### src/rtl/dmem_master.sv
// Initiator side of the data-RAM cs/we/addr/din -> dout/ack handshake.
// Latches CPU loads/stores, stalls the pipeline while busy, aborts on watchdog expiry.
module dmem_master #(
    parameter int unsigned TIMEOUT   = 15,
    parameter int unsigned CNT_WIDTH = 4
) (
    input  logic        clk,
    input  logic        rst,
    input  logic        cpu_req,
    input  logic        cpu_we,
    input  logic [31:0] cpu_addr,
    input  logic [31:0] cpu_wdata,
    output logic [31:0] cpu_rdata,
    output logic        cpu_stall,
    output logic        cpu_err,
    output logic        mem_cs,
    output logic        mem_we,
    output logic [31:0] mem_addr,
    output logic [31:0] mem_din,
    input  logic [31:0] mem_dout,
    input  logic        mem_ack
);

    typedef enum logic [1:0] {IDLE, BUSY, DONE, ERR} state_t;

    localparam logic [CNT_WIDTH-1:0] CNT_LAST = CNT_WIDTH'(TIMEOUT - 1);

    state_t               state;
    logic [31:0]          a_q;
    logic [31:0]          d_q;
    logic [31:0]          rdata_q;
    logic                 we_q;
    logic                 cs_q;
    logic                 mem_we_q;
    logic                 err_q;
    logic [CNT_WIDTH-1:0] cnt;

    always_ff @(posedge clk) begin
        if (rst) begin
            state    <= IDLE;
            a_q      <= '0;
            d_q      <= '0;
            rdata_q  <= '0;
            we_q     <= 1'b0;
            cs_q     <= 1'b0;
            mem_we_q <= 1'b0;
            err_q    <= 1'b0;
            cnt      <= '0;
        end else begin
            err_q <= 1'b0;
            case (state)
                IDLE: begin
                    if (cpu_req) begin
                        a_q      <= cpu_addr;
                        d_q      <= cpu_wdata;
                        we_q     <= cpu_we;
                        cnt      <= '0;
                        cs_q     <= 1'b1;
                        mem_we_q <= cpu_we;
                        state    <= BUSY;
                    end
                end
                BUSY: begin
                    // An ack in the final watchdog cycle still completes normally.
                    if (mem_ack) begin
                        if (!we_q) begin
                            rdata_q <= mem_dout;
                        end
                        cs_q     <= 1'b0;
                        mem_we_q <= 1'b0;
                        state    <= DONE;
                    end else if (cnt == CNT_LAST) begin
                        rdata_q  <= '0;
                        cs_q     <= 1'b0;
                        mem_we_q <= 1'b0;
                        err_q    <= 1'b1;
                        state    <= ERR;
                    end else begin
                        cnt <= cnt + 1'b1;
                    end
                end
                default: begin
                    state <= IDLE;
                end
            endcase
        end
    end

    // Combinational in IDLE so the pipeline freezes in the acceptance cycle.
    assign cpu_stall = (state == IDLE) ? cpu_req : (state == BUSY);
    assign cpu_rdata = rdata_q;
    assign cpu_err   = err_q;
    assign mem_cs    = cs_q;
    assign mem_we    = mem_we_q;
    assign mem_addr  = a_q;
    assign mem_din   = d_q;

endmodule
### config.mk
export PLATFORM = sky130hd
export DESIGN_NAME = dmem_master
export DESIGN_NICKNAME = d
export VERILOG_FILES = /design/src/rtl/dmem_master.sv
export SDC_FILE = /design/constraint.sdc
export NUM_CORES = 1
export LEC_CHECK = 0
export CORE_UTILIZATION = 29
export CTS_CLUSTER_DIAMETER = 120
export CTS_CLUSTER_SIZE = 10
export DETAILED_ROUTE_END_ITERATION = 8
export SLEW_MARGIN = 20
export SYNTH_ARGS = -nofsm -noshare
export SYNTH_HDL_FRONTEND = slang
export SYNTH_SLANG_ARGS = --single-unit
### constraint.sdc
create_clock -name clk -period 1.66 [get_ports clk]
set_input_delay 0.249 -clock clk [delete_from_list [all_inputs] [get_ports clk]]
set_output_delay 0.249 -clock clk [all_outputs]
set_load 0.01 [all_outputs]
# After elaboration in Yosys (flattened, before gate mapping)
# Cells that the tools add are included.
[word_totals]
inputBits = 101
wordCells = 46
ff_bits = 106
out_inout_bits = 100
[op_classes]
n_eq_ne = 7
n_addsub = 1
reduce_logical = 9
bitwise = 1
n_mux = 19
[ops]
columns = ["op", "count"]
rows = [
  ["32-bit two-way mux", 3],
  ["4-bit two-way mux", 3],
  ["2-bit inequality test (second input constant)", 4],
  ["4-bit one-hot mux with 2 select lines", 1],
  ["1-bit two-way mux", 6],
  ["2-bit two-way mux", 3],
  ["3-bit AND reduction", 2],
  ["4-bit by 1-bit adder with 4-bit output (second input constant)", 1],
  ["4-bit equality test (second input constant)", 1],
  ["1-bit one-hot mux with 2 select lines", 2],
  ["2-bit one-hot mux with 2 select lines", 1],
  ["2-bit AND reduction", 2],
  ["4-bit AND reduction", 1],
  ["2-bit nonzero test", 2],
  ["3-bit inequality test (second input constant)", 1],
  ["3-bit OR reduction", 1],
  ["2-bit by 1-bit equality test with 1-bit output (second input constant)", 1],
  ["2-bit zero test", 1],
  ["1-bit inverter", 1],
]

# Longest topological paths before layout
# Gate-level depths: netlist of the first run.
[depth]
word_depth = 4
mapped_depth = 6
depth_no_buf = 5

# Worst setup path before layout of the first run
# No wires, ideal clock.
[synth_path]
path_type = "register to register"
from = "reg state[0]"
to = "reg rdata_q[10], in the netlist cpu_rdata[10]"
path_buffers = 2
slack_ns = 0.211
stages_incl_launch_ff = 6
setup_time_ns = 0.132
t_arrival_ns = 1.317
t_required_ns = 1.528
synth_period_minus_slack_ns = 1.449
cell_sequence = "dfxtp_1 or3b_1 buf_2 clkbuf_1 o211ai_1 a21oi_1"
[synth_via]
elab_chain_cells = 2
[synth_lines]
columns = ["element", "line_no", "rtl"]
rows = [
  ["start: declaration", "28", "state_t state;"],
  ["start signal: assignment", "40", "state <= IDLE;"],
  ["start signal: assignment", "60", "state <= BUSY;"],
  ["start signal: assignment", "71", "state <= DONE;"],
  ["2-bit by 1-bit equality test with 1-bit output", "51", "case (state)"],
  ["3-bit AND reduction (no source line)", "-", ""],
  ["end signal: assignment", "67", "rdata_q <= mem_dout;"],
  ["end: declaration", "31", "logic [31:0] rdata_q;"],
]
# No other way between the ends.
# A chain may end at the register's enable or synchronous reset.

# Worst setup path after layout of the first run
[layout_path]
from = "reg cnt[0]"
to = "reg cnt[0]"
[layout_via]
elab_chain_cells = 4
word_cells_on_any_way = 7
cone_classes = "add/sub (1); eq/ne (2); mux (3); reduce/logical (1)"
[layout_lines]
columns = ["element", "line_no", "rtl"]
rows = [
  ["start: declaration", "36", "logic [CNT_WIDTH-1:0] cnt;"],
  ["start signal: assignment", "79", "cnt <= cnt + 1'b1;"],
  ["4-bit by 1-bit adder with 4-bit output", "79", ""],
  ["4-bit two-way mux", "72", "end else if (cnt == CNT_LAST) begin"],
  ["4-bit two-way mux", "65", "if (mem_ack) begin"],
  ["4-bit one-hot mux with 2 select lines", "51", ""],
]
# Several ways; a longest one is shown, not always the timed one. The select of a mux whose other input is x is not followed.

==> run summary, run 1 <==
Run status: finished, final reports clean
Arrival @ worst endpoint: 1790 ps
Clk buf depth: 2
Final max-slew violation count: 0
Gr ovfl total: 0
Antenna Cells: 0
Core area: 12900 µm²
Die width: 118 µm
Leakage: 2.29 nW
Syn Inst Count: 478
Critical-path maximum fanout: 5
Final net count: 765
Vias per cell: 4.76
# clock sinks: 106
Routability cong.: 0.752
Setup Buffers After CTS: 0
Synth Warn #: 0
Combinational family with the most area after synthesis: compound AO/OA/AOI/OAI gates
Mux cell area share after synthesis: 0.514%
Endpoints failing hold: 0
Skew-Pair Late Insertion Delay: 340 ps
Max IR drop VDD: 0.764 mV
CTS Buf Count: 9
Crit path kind: register to register
Initial antenna violation count: 0
Synth Area per Inst: 8.14 µm²
Most frequent cells after synthesis: nand2_1, dfxtp_1, a21oi_1
Final setup fails: 0
Final cell count without fillers: 839
Placed Cells incl. Taps: 823
FFs w/ async S/R, synth: 0%
CTS resizes: 1
Crit start category: register
First-pass GRT wire length: 18900 µm
Worst min-delay path category: primary input to register
Max-slew headroom: 67.1%
Most frequent cell after synthesis: nand2_1
Synth Area in Adders: 0.643%
Total GRT Usage: 16.9%
Vias in the first global route: 3883
1st-iter DRT viols: 241
Fin Hold WS: 369 ps
Drt pass-1 iters: 6
Cts hold-fix bufs: 0
Post-synthesis simple-gate area fraction: 18.8%
I/O Buffers: 200
Clock-pin slew on the worst setup and hold paths: 70 ps
H-tree levels: 3
TritonCTS clock tree: done
Final WL: 11600 µm
Synth Area in Compound Gates: 20.8%
Top-Level Pins: 201
Synth top area cells: dfxtp_1, nand2_1, a21oi_1
Via Count: 3994
Post-Synth XOR/XNOR Area: 0%
PwrDens: 919 nW/µm²
Worst-Margin Slew: 494 ps
Total Power: 5.96 mW
Fin crit share: 92.0%
Die height: 118 µm
Post-synth EDFFs: 0
Req. time, crit path: 1920 ps
DP HPWL: 8060 µm
Yosys cell types: 26
Drt wl/cell: 13.8 µm
Fraction of layout cells with a size suffix above 1: 5.25%
Starting density of the core: 30.2%
Ys flop type: dfxtp_1
Max-cap viol count: 0
Clk root buf: clkbuf_16
Total die area: 13900 µm²
RSZ-0062 raised after global routing: false
Share of the synthesized area in the top cell type: 54.5%
Max Clk Rate: 655 MHz
Syn_nets: 581
# rows: 41
Antenna-violating nets left: 0
#FFs+latches synth: 106
Synth area leader: dfxtp_1
Fin crit period: 1530 ps
Synth-to-layout area growth: 66.7%
Netlist Area Pre-Place: 3890 µm²
Final clock skew: 5.10 ps
DRC viols: 0
Largest net degree at the start of global routing: 47
Crit path capture type: register
Register area share after synthesis: 54.5%
==> layout by cell type, fill, tap and decap left out, types with 3 or more instances in the layout <==
cell type | Yosys | layout
clkdlybuf4s50_1 | 0 | 198
nand2_1 | 162 | 162
dfxtp_1 | 106 | 106
a21oi_1 | 100 | 100
o211ai_1 | 35 | 35
clkbuf_16 | 0 | 9
buf_4 | 0 | 9
buf_12 | 0 | 8
clkbuf_8 | 0 | 4
nor2_1 | 3 | 3
nor3_1 | 3 | 3
==> worst paths after layout <==
check	slack [ps]	from	depth (start not counted)	end
worst max register to register	130	cnt[0]	5	cnt[0]
worst min-delay path	370	rst	2	mem_din[24]
worst max-delay path	130	cnt[0]	5	cnt[0]
worst min register to register	460	mem_din[8]	2	mem_din[8]
==> report_power, final <==
group	total [mW]	switching, mW	internal (mW)
logic	0.991	0.422	0.569
registers	2.75	0.0712	2.68
clock network	2.22	0.886	1.34
total	5.96	1.38	4.58
==> per-stage QoR <==
stage               area (µm²)  setup TNS [ps]  worst slack (ps)  util, %
floorplan                 3890               0               211        -
detailed placement        6170           -6730              -184     47.9
CTS                       6490               0               129     50.4
global placement          6170           -5530              -164     47.9
global route              6490               0              42.4     50.4
finish                    6490               0               132     50.4
==> cells by family (layout without fill, tap and decap cells) <==
| group | after synthesis | in the layout |
|---|---|---|
| buffers and inverters | 45 | 234 |
| DFF | 106 | 106 |
| and+or+nand+nor | 181 | 181 |
| AOI/OAI and AO/OA | 142 | 142 |
| muxes | 2 | 2 |
| adders and majority gates | 2 | 2 |
==> sequential cells by signal, indices dropped and copies added, names as in the netlist <==
signal     count
cpu_rdata     32
mem_addr      32
mem_din       32
cnt            4
state          2
cpu_err        1
mem_cs         1
mem_we         1
we_q           1
==> final cells by class <==
cell class	instances	area [µm²]
tap	172	215
timing repair buffer	216	2220
clock inverter	1	30.0
clock buffer	15	288
multi-input combinational	327	1610
sequential	106	2120
fill	1243	6390
inverter	2	7.51
==> worst max-delay path: stages, from the launching register on <==
cell     delay, ps
dfxtp_1        370
inv_1           70
ha_1           230
a31o_2         290
or4_1          400
o31ai_1         80
==> routing by layer <==
layer / wire length, µm / GRT usage (%)
met2: 5320 / 27.3
met5: 0 / 0
met3: 1160 / 8.14
met1: 4960 / 19.6
met4: 129 / 5.05
Power figures use the tool's default switching activity.
==> inputs of run 2 (changes only) <==
--- a/config.mk
+++ b/config.mk
@@ -5,10 +5,12 @@
 export SDC_FILE = /design/constraint.sdc
 export NUM_CORES = 1
 export LEC_CHECK = 0
-export CORE_UTILIZATION = 29
+export CORE_UTILIZATION = 40
 export CTS_CLUSTER_DIAMETER = 120
 export CTS_CLUSTER_SIZE = 10
 export DETAILED_ROUTE_END_ITERATION = 8
+export GPL_ROUTABILITY_DRIVEN = 0
+export PLACE_DENSITY = 0.81
 export SLEW_MARGIN = 20
 export SYNTH_ARGS = -nofsm -noshare
 export SYNTH_HDL_FRONTEND = slang
==> run 2 against run 1 <==
Against the previous run: flip-flop and latch count unchanged; power decreased by 10%; die area decreased by 27%; cell count decreased by 4.4%; critical endpoint is now mem_addr[4]; highest routed layer unchanged; hold slack got worse by 39 ps; clock power decreased by 28%; routed wire length decreased by 2.2%; setup slack got worse by 2.3 ps; critical path type is now register to primary output; first-iteration DRC count decreased by 57%; sequential share of layout area increased by 0.78 points; largest cell class unchanged; largest power group unchanged.
==> run summary, run 2 (synthesis results as in run 1) <==
Antenna-violating nets left: 0 (unchanged)
Worst min-delay path category: primary input to register (unchanged)
Crit path capture type: primary output (was register)
Crit start category: register (unchanged)
Worst path bufs/invs: 1 (unchanged)
Antenna Cells: 0 (unchanged)
Max-slew headroom: 70.3% (was 67.1%)
DP HPWL: 8140 µm (was 8060 µm)
Die width: 101 µm (was 118 µm)
Worst path max stage delay: 570 ps (was 400 ps)
Most frequent cells in the layout: clkdlybuf4s50_1, nand2_1, dfxtp_1 (unchanged)
GR Util met3: 9.50% (was 8.14%)
Synth-to-layout area growth: 63.1% (was 66.7%)
TritonCTS clock tree: done (unchanged)
Crit path kind: register to primary output (was register to register)
Clock-pin slew on the worst setup and hold paths: 110 ps (was 70 ps)
Initial antenna violation count: 0 (unchanged)
Req. time, crit path: 1410 ps (was 1920 ps)
Arrival @ worst endpoint: 1280 ps (was 1790 ps)
H-tree levels: 3 (unchanged)
Final setup fails: 0 (unchanged)
Placed Cells incl. Taps: 786 (was 823)
Met2 Track Usage GR: 38.8% (was 27.3%)
First-pass GRT wire length: 18200 µm (was 18900 µm)
Met1 Usage GRT: 25.1% (was 19.6%)
Drt pass-1 iters: 6 (unchanged)
Endpoints failing hold: 0 (unchanged)
Dpl cell area: 6150 µm² (was 6170 µm²)
Starting density of the core: 41.7% (was 30.2%)
Final worst setup slack: 130 ps (was 132 ps)
Worst path slowest cell: clkdlybuf4s50_1 (was or4_1)
Top-Level Pins: 201 (unchanged)
Drt wl/cell: 14.1 µm (was 13.8 µm)
# rows: 35 (was 41)
Skew-Pair Late Insertion Delay: 350 ps (was 340 ps)
# fillers: 784 (was 1243)
# clock sinks: 106 (unchanged)
PwrDens: 841 nW/µm² (was 919 nW/µm²)
Clk root buf: clkbuf_8 (was clkbuf_16)
Worst-Margin Slew: 446 ps (was 494 ps)
Final net count: 771 (was 765)
Clk buf depth: 2 (unchanged)
Critical path, cell by cell: clkdlybuf4s50_1 (was inv_1 > ha_1 > a31o_2 > or4_1 > o31ai_1)
Delay-heaviest family, CP: buffers and inverters (was simple AND/OR/NAND/NOR gates)
Max-cap viol count: 0 (unchanged)
Max IR drop VDD: 0.461 mV (was 0.764 mV)
Fin crit share: 92.2% (was 92.0%)
DRC viols: 0 (unchanged)
Vias in the first global route: 3996 (was 3883)
Vias per cell: 5.00 (was 4.76)
Gr ovfl total: 0 (unchanged)
Largest net degree at the start of global routing: 56 (was 47)
RSZ-0062 raised after global routing: false (unchanged)
Leakage: 2.25 nW (was 2.29 nW)
1st-iter DRT viols: 103 (was 241)
CTS Buf Count: 9 (unchanged)
Die height: 101 µm (was 118 µm)
Final clock skew: 10.1 ps (was 5.10 ps)
Core area: 9330 µm² (was 12900 µm²)
Via Count: 4010 (was 3994)
Commonest non-fill, non-tap cell in the layout: clkdlybuf4s50_1 (unchanged)
Total die area: 10100 µm² (was 13900 µm²)
Max Clk Rate: 654 MHz (was 655 MHz)
Fin util: 68.1% (was 50.4%)
Final WL: 11300 µm (was 11600 µm)
Fin crit period: 1530 ps (about the same)
Fin area: 6350 µm² (was 6490 µm²)
Fraction of layout cells with a size suffix above 1: 6.24% (was 5.25%)
Total GRT Usage: 22.4% (was 16.9%)
Final cell count without fillers: 802 (was 839)
Critical-path maximum fanout: 2 (was 5)
Busiest grt layer: met2 (unchanged)
I/O Buffers: 200 (unchanged)
Final max-slew violation count: 0 (unchanged)
Run status: finished, final reports clean (unchanged)
Place WS: -163 ps (was -184 ps)
-- run 2: cell types whose count changed in the layout (fill, tap and decap cells not counted) --
cell        delta
clkinvlp_4     +1
clkbuf_8       +5
clkbuf_16      -9
buf_12         -1
inv_6          +1
clkinv_4       +2
buf_4          +7
dfxtp_1        -1
dfxtp_4        +1
-- run 2: per-layer routing --
metal	vias to the layer above	wire length, µm
met1	1841	4510
met2	166	5380
li1	1986	-
met5	-	0
met3	17	1240
met4	0	178
-- run 2: report_power, final --
group,switching (mW),internal (mW)
clock network,0.879,0.711
registers,0.0734,2.68
logic,0.423,0.581
total,1.37,3.97
-- run 2: final timing paths --
kind / from / to / slack (ps) / depth (start not counted)
setup / recovery: mem_addr[4] / mem_addr[4] / 130 / 1
hold / removal: rst / mem_addr[18] / 330 / 2
setup reg to reg: cnt[0] / cnt[0] / 140 / 5
hold reg to reg: mem_din[5] / mem_din[5] / 460 / 2
-- run 2: final cells by class --
| type | instances | area (µm²) | area share, % |
|---|---|---|---|
| repair buffers | 222 | 2250 | 35.5 |
| flip-flops and latches | 106 | 2130 | 33.5 |
| multi-input cells | 327 | 1610 | 25.3 |
| well taps | 129 | 161 | 2.54 |
| clock buffers | 11 | 131 | 2.07 |
| clock inverters | 5 | 63.8 | 1.01 |
| inverters | 2 | 7.51 | 0.118 |
-- run 2: timing repair --
action,4_1_cts,5_1_grt
hold buffers,0,0
buffers inserted,0,0
resized for setup,3,0
endpoints found under the setup margin,1,0
-- run 2: per-stage QoR --
stage	hold slack, ps	total power [mW]	setup TNS (ps)
after floorplan	385	3.17	0
after global placement	440	3.79	-6620
after detailed placement	447	3.81	-9660
after CTS	314	5.39	0
after global routing	347	5.60	0
final	330	5.34	0
==> inputs of run 3 (changes only) <==
--- a/config.mk
+++ b/config.mk
@@ -5,12 +5,13 @@
 export SDC_FILE = /design/constraint.sdc
 export NUM_CORES = 1
 export LEC_CHECK = 0
+export ABC_AREA = 1
 export CORE_UTILIZATION = 40
 export CTS_CLUSTER_DIAMETER = 120
 export CTS_CLUSTER_SIZE = 10
 export DETAILED_ROUTE_END_ITERATION = 8
 export GPL_ROUTABILITY_DRIVEN = 0
-export PLACE_DENSITY = 0.81
+export PLACE_DENSITY = 0.8
 export SLEW_MARGIN = 20
 export SYNTH_ARGS = -nofsm -noshare
 export SYNTH_HDL_FRONTEND = slang
==> run 3 against run 2 <==
Against the previous run: critical path depth stayed put; flip-flop and latch count did not move; clock power shrank 6%; clock skew decreased by 2.4 ps; clock-buffer cell count grew 1; sequential share of layout area fell by 0.28 points; sequential power increased by 4%; fmax rose by 0.43%; die area grew 3.2%; combinational power grew 33%; non-clock buffer count down 7; utilization shrank 2.7 points.
==> run summary, run 3 <==
Synth-to-layout area growth: 59.1% (was 63.1%)
Combinational share of power: 23.4% (was 18.8%)
Run status: finished, final reports clean (unchanged)
I/O Buffers: 200 (unchanged)
R2R Setup Slk: 170 ps (was 140 ps)
Synth area leader: dfxtp_1 (unchanged)
Register-to-Register Path Depth: 9 (was 5)
Initial antenna violation count: 0 (unchanged)
Seq pwr share: 50.3% (was 51.5%)
Leakage: 2.75 nW (was 2.25 nW)
Post-synth EDFFs: 0 (unchanged)
1st-iter DRT viols: 102 (was 103)
H-tree levels: 3 (unchanged)
Top-Level Pins: 201 (unchanged)
#FFs+latches synth: 106 (unchanged)
Critical-path maximum fanout: 2 (unchanged)
Starting density of the core: 41.1% (was 41.7%)
Antenna-violating nets left: 0 (unchanged)
Fin crit share: 91.8% (was 92.2%)
Switching Share: 26.9% (was 25.7%)
Syn Inst Count: 552 (was 478)
CTS Buf Count: 9 (unchanged)
Via Count: 4074 (was 4010)
Register area share after synthesis: 52.8% (was 54.5%)
Final worst setup slack: 137 ps (was 130 ps)
FFs w/ async S/R, synth: 0% (unchanged)
Antenna Cells: 0 (unchanged)
TritonCTS clock tree: done (unchanged)
Clk buf depth: 2 (unchanged)
Commonest non-fill, non-tap cell in the layout: clkdlybuf4s50_1 (unchanged)
Ys flop type: dfxtp_1 (unchanged)
Vias in the first global route: 4008 (was 3996)
Setup crit start: mem_we (was mem_addr[4])
Arrival @ worst endpoint: 1270 ps (was 1280 ps)
Core area: 9770 µm² (was 9330 µm²)
Largest net degree at the start of global routing: 67 (was 56)
Crit Reg-Reg Startpoint: cnt[0] (unchanged)
Max-slew headroom: 76.7% (was 70.3%)
DP HPWL: 8100 µm (was 8140 µm)
Synth Area per Inst: 7.28 µm² (was 8.14 µm²)
Max-cap viol count: 0 (unchanged)
Setup crit end: mem_we (was mem_addr[4])
Fin crit period: 1520 ps (was 1530 ps)
Net Switching: 1.53 mW (was 1.37 mW)
Drt pass-1 iters: 4 (was 6)
Setup Buffers After CTS: 0 (unchanged)
Crit path capture type: primary output (unchanged)
Total Power: 5.70 mW (was 5.34 mW)
Place WS: -7.01 ps (was -163 ps)
Drt wl/cell: 12.8 µm (was 14.1 µm)
Clock-pin slew on the worst setup and hold paths: 100 ps (was 110 ps)
Netlist Area Pre-Place: 4020 µm² (was 3890 µm²)
Die height: 102 µm (was 101 µm)
Worst min-delay path category: primary input to register (unchanged)
End of the worst register-to-register path: cpu_rdata[7] (was cnt[0])
Internal power: 4.16 mW (was 3.97 mW)
Synth top area cells: dfxtp_1, nor2_1, nand2_1 (was dfxtp_1, nand2_1, a21oi_1)
# clock sinks: 106 (unchanged)
Skew-Pair Late Insertion Delay: 350 ps (about the same)
Fin Hold WS: 463 ps (was 330 ps)
Die width: 102 µm (was 101 µm)
Worst path slowest cell: clkdlybuf4s50_1 (unchanged)
Vias per cell: 4.63 (was 5.00)
Total GRT Usage: 21.8% (was 22.4%)
Synth Warn #: 0 (unchanged)
Worst-Margin Slew: 350 ps (was 446 ps)
Max IR drop VDD: 0.510 mV (was 0.461 mV)
Yosys cell types: 21 (was 26)
Total die area: 10400 µm² (was 10100 µm²)
Final clock skew: 7.68 ps (was 10.1 ps)
Crit path kind: register to primary output (unchanged)
DRC viols: 0 (unchanged)
Delay-heaviest family, CP: buffers and inverters (unchanged)
Crit start category: register (unchanged)
Most frequent cells in the layout: clkdlybuf4s50_1, nor2_1, dfxtp_1 (was clkdlybuf4s50_1, nand2_1, dfxtp_1)
Worst path max stage delay: 570 ps (about the same)
First-pass GRT wire length: 17900 µm (was 18200 µm)
Share of the synthesized area in the top cell type: 52.8% (was 54.5%)
# rows: 36 (was 35)
Critical path, cell by cell: clkdlybuf4s50_1 (unchanged)
Req. time, crit path: 1410 ps (about the same)
Endpoints failing hold: 0 (unchanged)
Stages on worst setup path: 1 (unchanged)
Final net count: 846 (was 771)
Clk root buf: clkbuf_8 (unchanged)
Final max-slew violation count: 0 (unchanged)
Final setup fails: 0 (unchanged)
Syn_nets: 655 (was 581)
Most frequent cell after synthesis: nor2_1 (was nand2_1)
Final WL: 11300 µm (about the same)
Max Clk Rate: 656 MHz (was 654 MHz)
Clock share of power: 26.3% (was 29.8%)
Gr ovfl total: 0 (unchanged)
PwrDens: 891 nW/µm² (was 841 nW/µm²)
Most frequent cells after synthesis: nor2_1, dfxtp_1, nand2_1 (was nand2_1, dfxtp_1, a21oi_1)
RSZ-0062 raised after global routing: false (unchanged)
Cts hold-fix bufs: 0 (unchanged)
Fraction of layout cells with a size suffix above 1: 4.95% (was 6.24%)
Worst path bufs/invs: 1 (unchanged)
## run 3: cell types whose count changed in the layout (fill, tap and decap cells not counted), sizes merged, moves of 4 or more
cell    before  now
inv          3   40
nor2         3  176
a21oi      100   35
o21ai        2   65
o211ai      35    0
buf         23   15
nand2      162   83
nand3        2    6
## run 3: area by class of cell
type	instances	area, µm²
clock buffer	12	165
sequential	106	2120
inverter	40	150
timing repair buffer	215	2190
fill	837	3380
multi-input combinational	371	1580
clock inverter	3	23.8
tap	133	166
## run 3: stage by stage
step                      TNS [ps]  instance area (µm²)  utilization (%)  instances
after floorplan                  0                 4020                -        552
after global placement           0                 6200             63.5        865
after detailed placement     -7.01                 6200             63.5        865
after CTS                        0                 6390             65.4        880
after global routing             0                 6390             65.4        880
final                            0                 6390             65.4        880
## run 3: power by group through the flow
stage	Clock, mW	Combinational, mW	Sequential [mW]
detailed placement	0	1.34	2.92
CTS	1.56	1.35	2.87
global route	1.65	1.47	2.90
global placement	0	1.31	2.91
floorplan	0	0.452	3.01
finish	1.50	1.33	2.87
## run 3: per-layer routing
layer / track usage [%] / vias to the layer above / share of wire, %
met2: 36.6 / 158 / 46
met4: 9.23 / 0 / 1.6
li1: - / 2091 / -
met1: 24.3 / 1811 / 41
met3: 9.17 / 14 / 12
met5: 0 / - / 0
## run 3: cell families after synthesis
| family | count (synthesis) | synth area share [%] |
|---|---|---|
| flops | 106 | 52.8 |
| simple gates | 268 | 25.8 |
| buf+inv | 75 | 8.10 |
| compound gates | 101 | 12.6 |
| fa+ha+maj | 2 | 0.623 |
## run 3: repair_timing
item	in CTS	in global routing
hold endpoints to repair	0	0
setup endpoints to repair	1	0
gates resized for setup	1	0
## run 3: worst min path at each step
stage / start / to / slack, ps / cells past startpoint
floorplan: rst / cnt[2] / 320 / 1
global placement: mem_cs / mem_cs / 450 / 2
detailed placement: mem_cs / mem_cs / 450 / 2
CTS: cpu_addr[20] / mem_addr[20] / 440 / 3
global route: cpu_wdata[7] / mem_din[7] / 450 / 3
finish: cpu_wdata[20] / mem_din[20] / 460 / 3
## run 3: worst reg2reg max path, stage by stage (launching register included)
cell and delay (ps):
dfxtp_1 380, inv_1 80, ha_1 200, nand3_1 110, nand2_1 110, nand3_4 100
buf_12 200, nand2_1 80, nand2_1 60, nor2_1 50
==> RTL edit, RTL diff (config.mk and constraints of run 2) <==
Change the parameter `CNT_WIDTH` from 4 to 6.
--- a/src/rtl/dmem_master.sv
+++ b/src/rtl/dmem_master.sv
@@ -2,7 +2,7 @@
 // Latches CPU loads/stores, stalls the pipeline while busy, aborts on watchdog expiry.
 module dmem_master #(
     parameter int unsigned TIMEOUT   = 15,
-    parameter int unsigned CNT_WIDTH = 4
+    parameter int unsigned CNT_WIDTH = 6
 ) (
     input  logic        clk,
     input  logic        rst,
Function: no difference found for any inputs over 4 cycles, from zero or initial values and one cycle with rst high; that may be too few to reach the edited logic, so the function may still have changed.
==> RTL edit against run 2 <==
  * Register-to-register slack worse by 0.05 ns
  * Combinational power up 35%
  * Non-clock buffer count down 5
  * Power up 7.2%
  * Worst hold slack better by 0.087 ns
  * Routed wire length down 6.5%
  * Final cell count down 6.6%
  * Sequential share of layout area up 1.4 points
  * Largest power group unchanged
  * Core utilization down 1.0 points
  * Cell area down 2.4%
  * Worst setup slack worse by 0.039 ns
  * Area after synthesis down 1.5%
  * Sequential cell count up 2
==> RTL edit: results (changes against run 2) <==
** Clock network
- The number of buffers inserted to repair setup after CTS is 0 (unchanged).
- H-tree level count :: 3 (unchanged)
- Clock transition at path regs :: around 0.1 ns
- Deepest clock path buffer count :: 2 (unchanged)
- Post-cts sizing count :: 1 (was 3)
- Clock tree root buffer cell :: clkbuf_8 (unchanged)
- Number of buffers created by CTS :: 9 (unchanged)

** Yosys
- The adder and majority gate portion of the synthesized area came to 0.653% (was 0.643%).
- Xor/xnor cell area share of the yosys netlist :: 0% (unchanged)
- Most frequent cells after synthesis: 133 x nand2_1, 108 x dfxtp_1, 70 x a21oi_1 (was 162 x nand2_1, 106 x dfxtp_1, 100 x a21oi_1).
- Share of the synthesized area in compound gates (AO/OA/AOI/OAI) :: 20.2% (was 20.8%)
- Post-synthesis net count :: 520 (was 581)
- The fraction of registers with async set or reset after synthesis came to 0% (unchanged).
- Yosys warning count :: 0 (unchanged)
- Synth cell types :: 42 (was 26)
- Top cells by area in the synthesized netlist :: dfxtp_1 56%, nand2_1 13%, a21oi_1 9.1% (was dfxtp_1 55%, nand2_1 16%, a21oi_1 13%)
- Post-synthesis sequential area ratio :: 56.4% (was 54.5%)
- The share of synthesized area spent on multiplexers is 0% (was 0.514%).

** Cells and area
- The net count reported at finish was 718 (was 771).
- Number of filler instances in the final layout :: 747 (was 784)
- The number of antenna cells inserted is 0 (unchanged).
- The fraction of final layout cells with drive strength greater than 1 is 7.42% (was 6.24%).

** Outcome
- Run status :: completed (unchanged)

** Placement
- Worst slack, placed :: -0.158 ns (was -0.163 ns)
- Count of port buffers added during placement :: 200 (unchanged)
- The final HPWL from detailed placement is 7.68 mm (was 8.14 mm).

** Timing
- The clock skew is 0.0120 ns (was 0.0101 ns).
- Fin. Hold Viols :: 0 (unchanged)
- The tightest slew margin relative to the limit is 69.4% (was 70.3%).

** GRT
- The pin count of the biggest net entering global routing was 35 (was 56).
- Initial antenna violation count :: 0 (unchanged)
- Global routing usage summed across all routing layers :: 20.9% (was 22.4%)
- Wire length of the first global-routing pass :: 16.8 mm (was 18.2 mm)
- Number of global-route vias before repair :: 3,560 (was 3,996)

** Power and ir drop
- The worst vdd rail ir drop is 0.630 mV (was 0.461 mV).
- Static Leakage :: 2.33 nW (was 2.25 nW)

** Route
- The average vias per placed instance is 4.88 (was 5.00).
- Initial DRT Pass Iterations :: 4 (was 6)
- The iteration-0 DRC count of the detailed router was 136 (was 103).
- The met3 layer wire length in the routed design is 802 um (was 1.24 mm).
- The amount of wire on met2 after detailed routing came to 5.34 mm (was 5.38 mm).
- Uppermost layer routed :: met4 (unchanged)
- The routed length per placed instance was 14.1 um (about the same).
- The detailed-routing wirelength on met1 came to 4.30 mm (was 4.51 mm).

** Critical path
- Top delay family on crit path :: compound AO/OA/AOI/OAI gates (was buffers and inverters)
- The master of the slowest instance on the critical path is dfxtp_1 (was clkdlybuf4s50_1).
- Critical path's largest stage delay :: 0.33 ns (was 0.57 ns)
- Maximum fanout count along the critical path :: 32 (was 2)
-- RTL edit: cell count changes after synthesis, sizes merged, moves of 11 or more --
cell,run 2,this run
o211ai,35,0
a22o,0,32
a21oi,100,71
nand2,162,134
clkbuf,32,8
buf,11,22
-- RTL edit: cell families after synthesis --
group                    count (synthesis)
adder cells (fa/ha/maj)                  2
AND/OR/NAND/NOR                        156
buffers and inverters                   33
AO/OA/AOI/OAI                          118
flip-flops                             108
-- RTL edit: final timing paths --
kind / start / end / slack [ns] / cells past startpoint
hold reg to reg: mem_din[1] / mem_din[1] / 0.46 / 2
setup / recovery: cnt[0] / cpu_rdata[24] / 0.09 / 7
hold / removal: rst / state[0] / 0.42 / 3
setup reg to reg: cnt[0] / cpu_rdata[24] / 0.09 / 7
-- RTL edit: routing by layer --
metal	GRT usage, %	up-vias
met5	0	-
met4	6.45	0
met3	6.41	10
met2	36.7	135
met1	24.3	1704
li1	-	1808
-- RTL edit: tightest hold or removal path, cell delays in order --
cell    delay (ns)
buf_2         0.15
buf_4         0.23
nor2_1        0.11
-- RTL edit: through the flow --
stage               cells  instance area (um^2)  TNS [ns]  hold slack [ns]  util [%]
floorplan             417                  3830         0            0.328         -
global placement      733                  6000     -3.35            0.441      64.9
detailed placement    733                  6000     -6.27            0.446      64.9
CTS                   749                  6180         0            0.402      66.9
global route          749                  6200         0            0.407      67.1
finish                749                  6200         0            0.416      67.1
-- RTL edit: where the power goes --
part / internal (mW) / switching [mW]
Clock: 0.605 / 0.884
Sequential: 2.79 / 0.101
Combinational: 0.760 / 0.592
Total: 4.15 / 1.58
-- RTL edit: cell type report --
cell class,instances,share of cell area [%]
clock inverter,5,0.687
multi-input combinational,276,23.9
sequential,108,34.9
tap,129,2.61
clock buffer,11,2.28
inverter,3,0.182
timing repair buffer,217,35.5
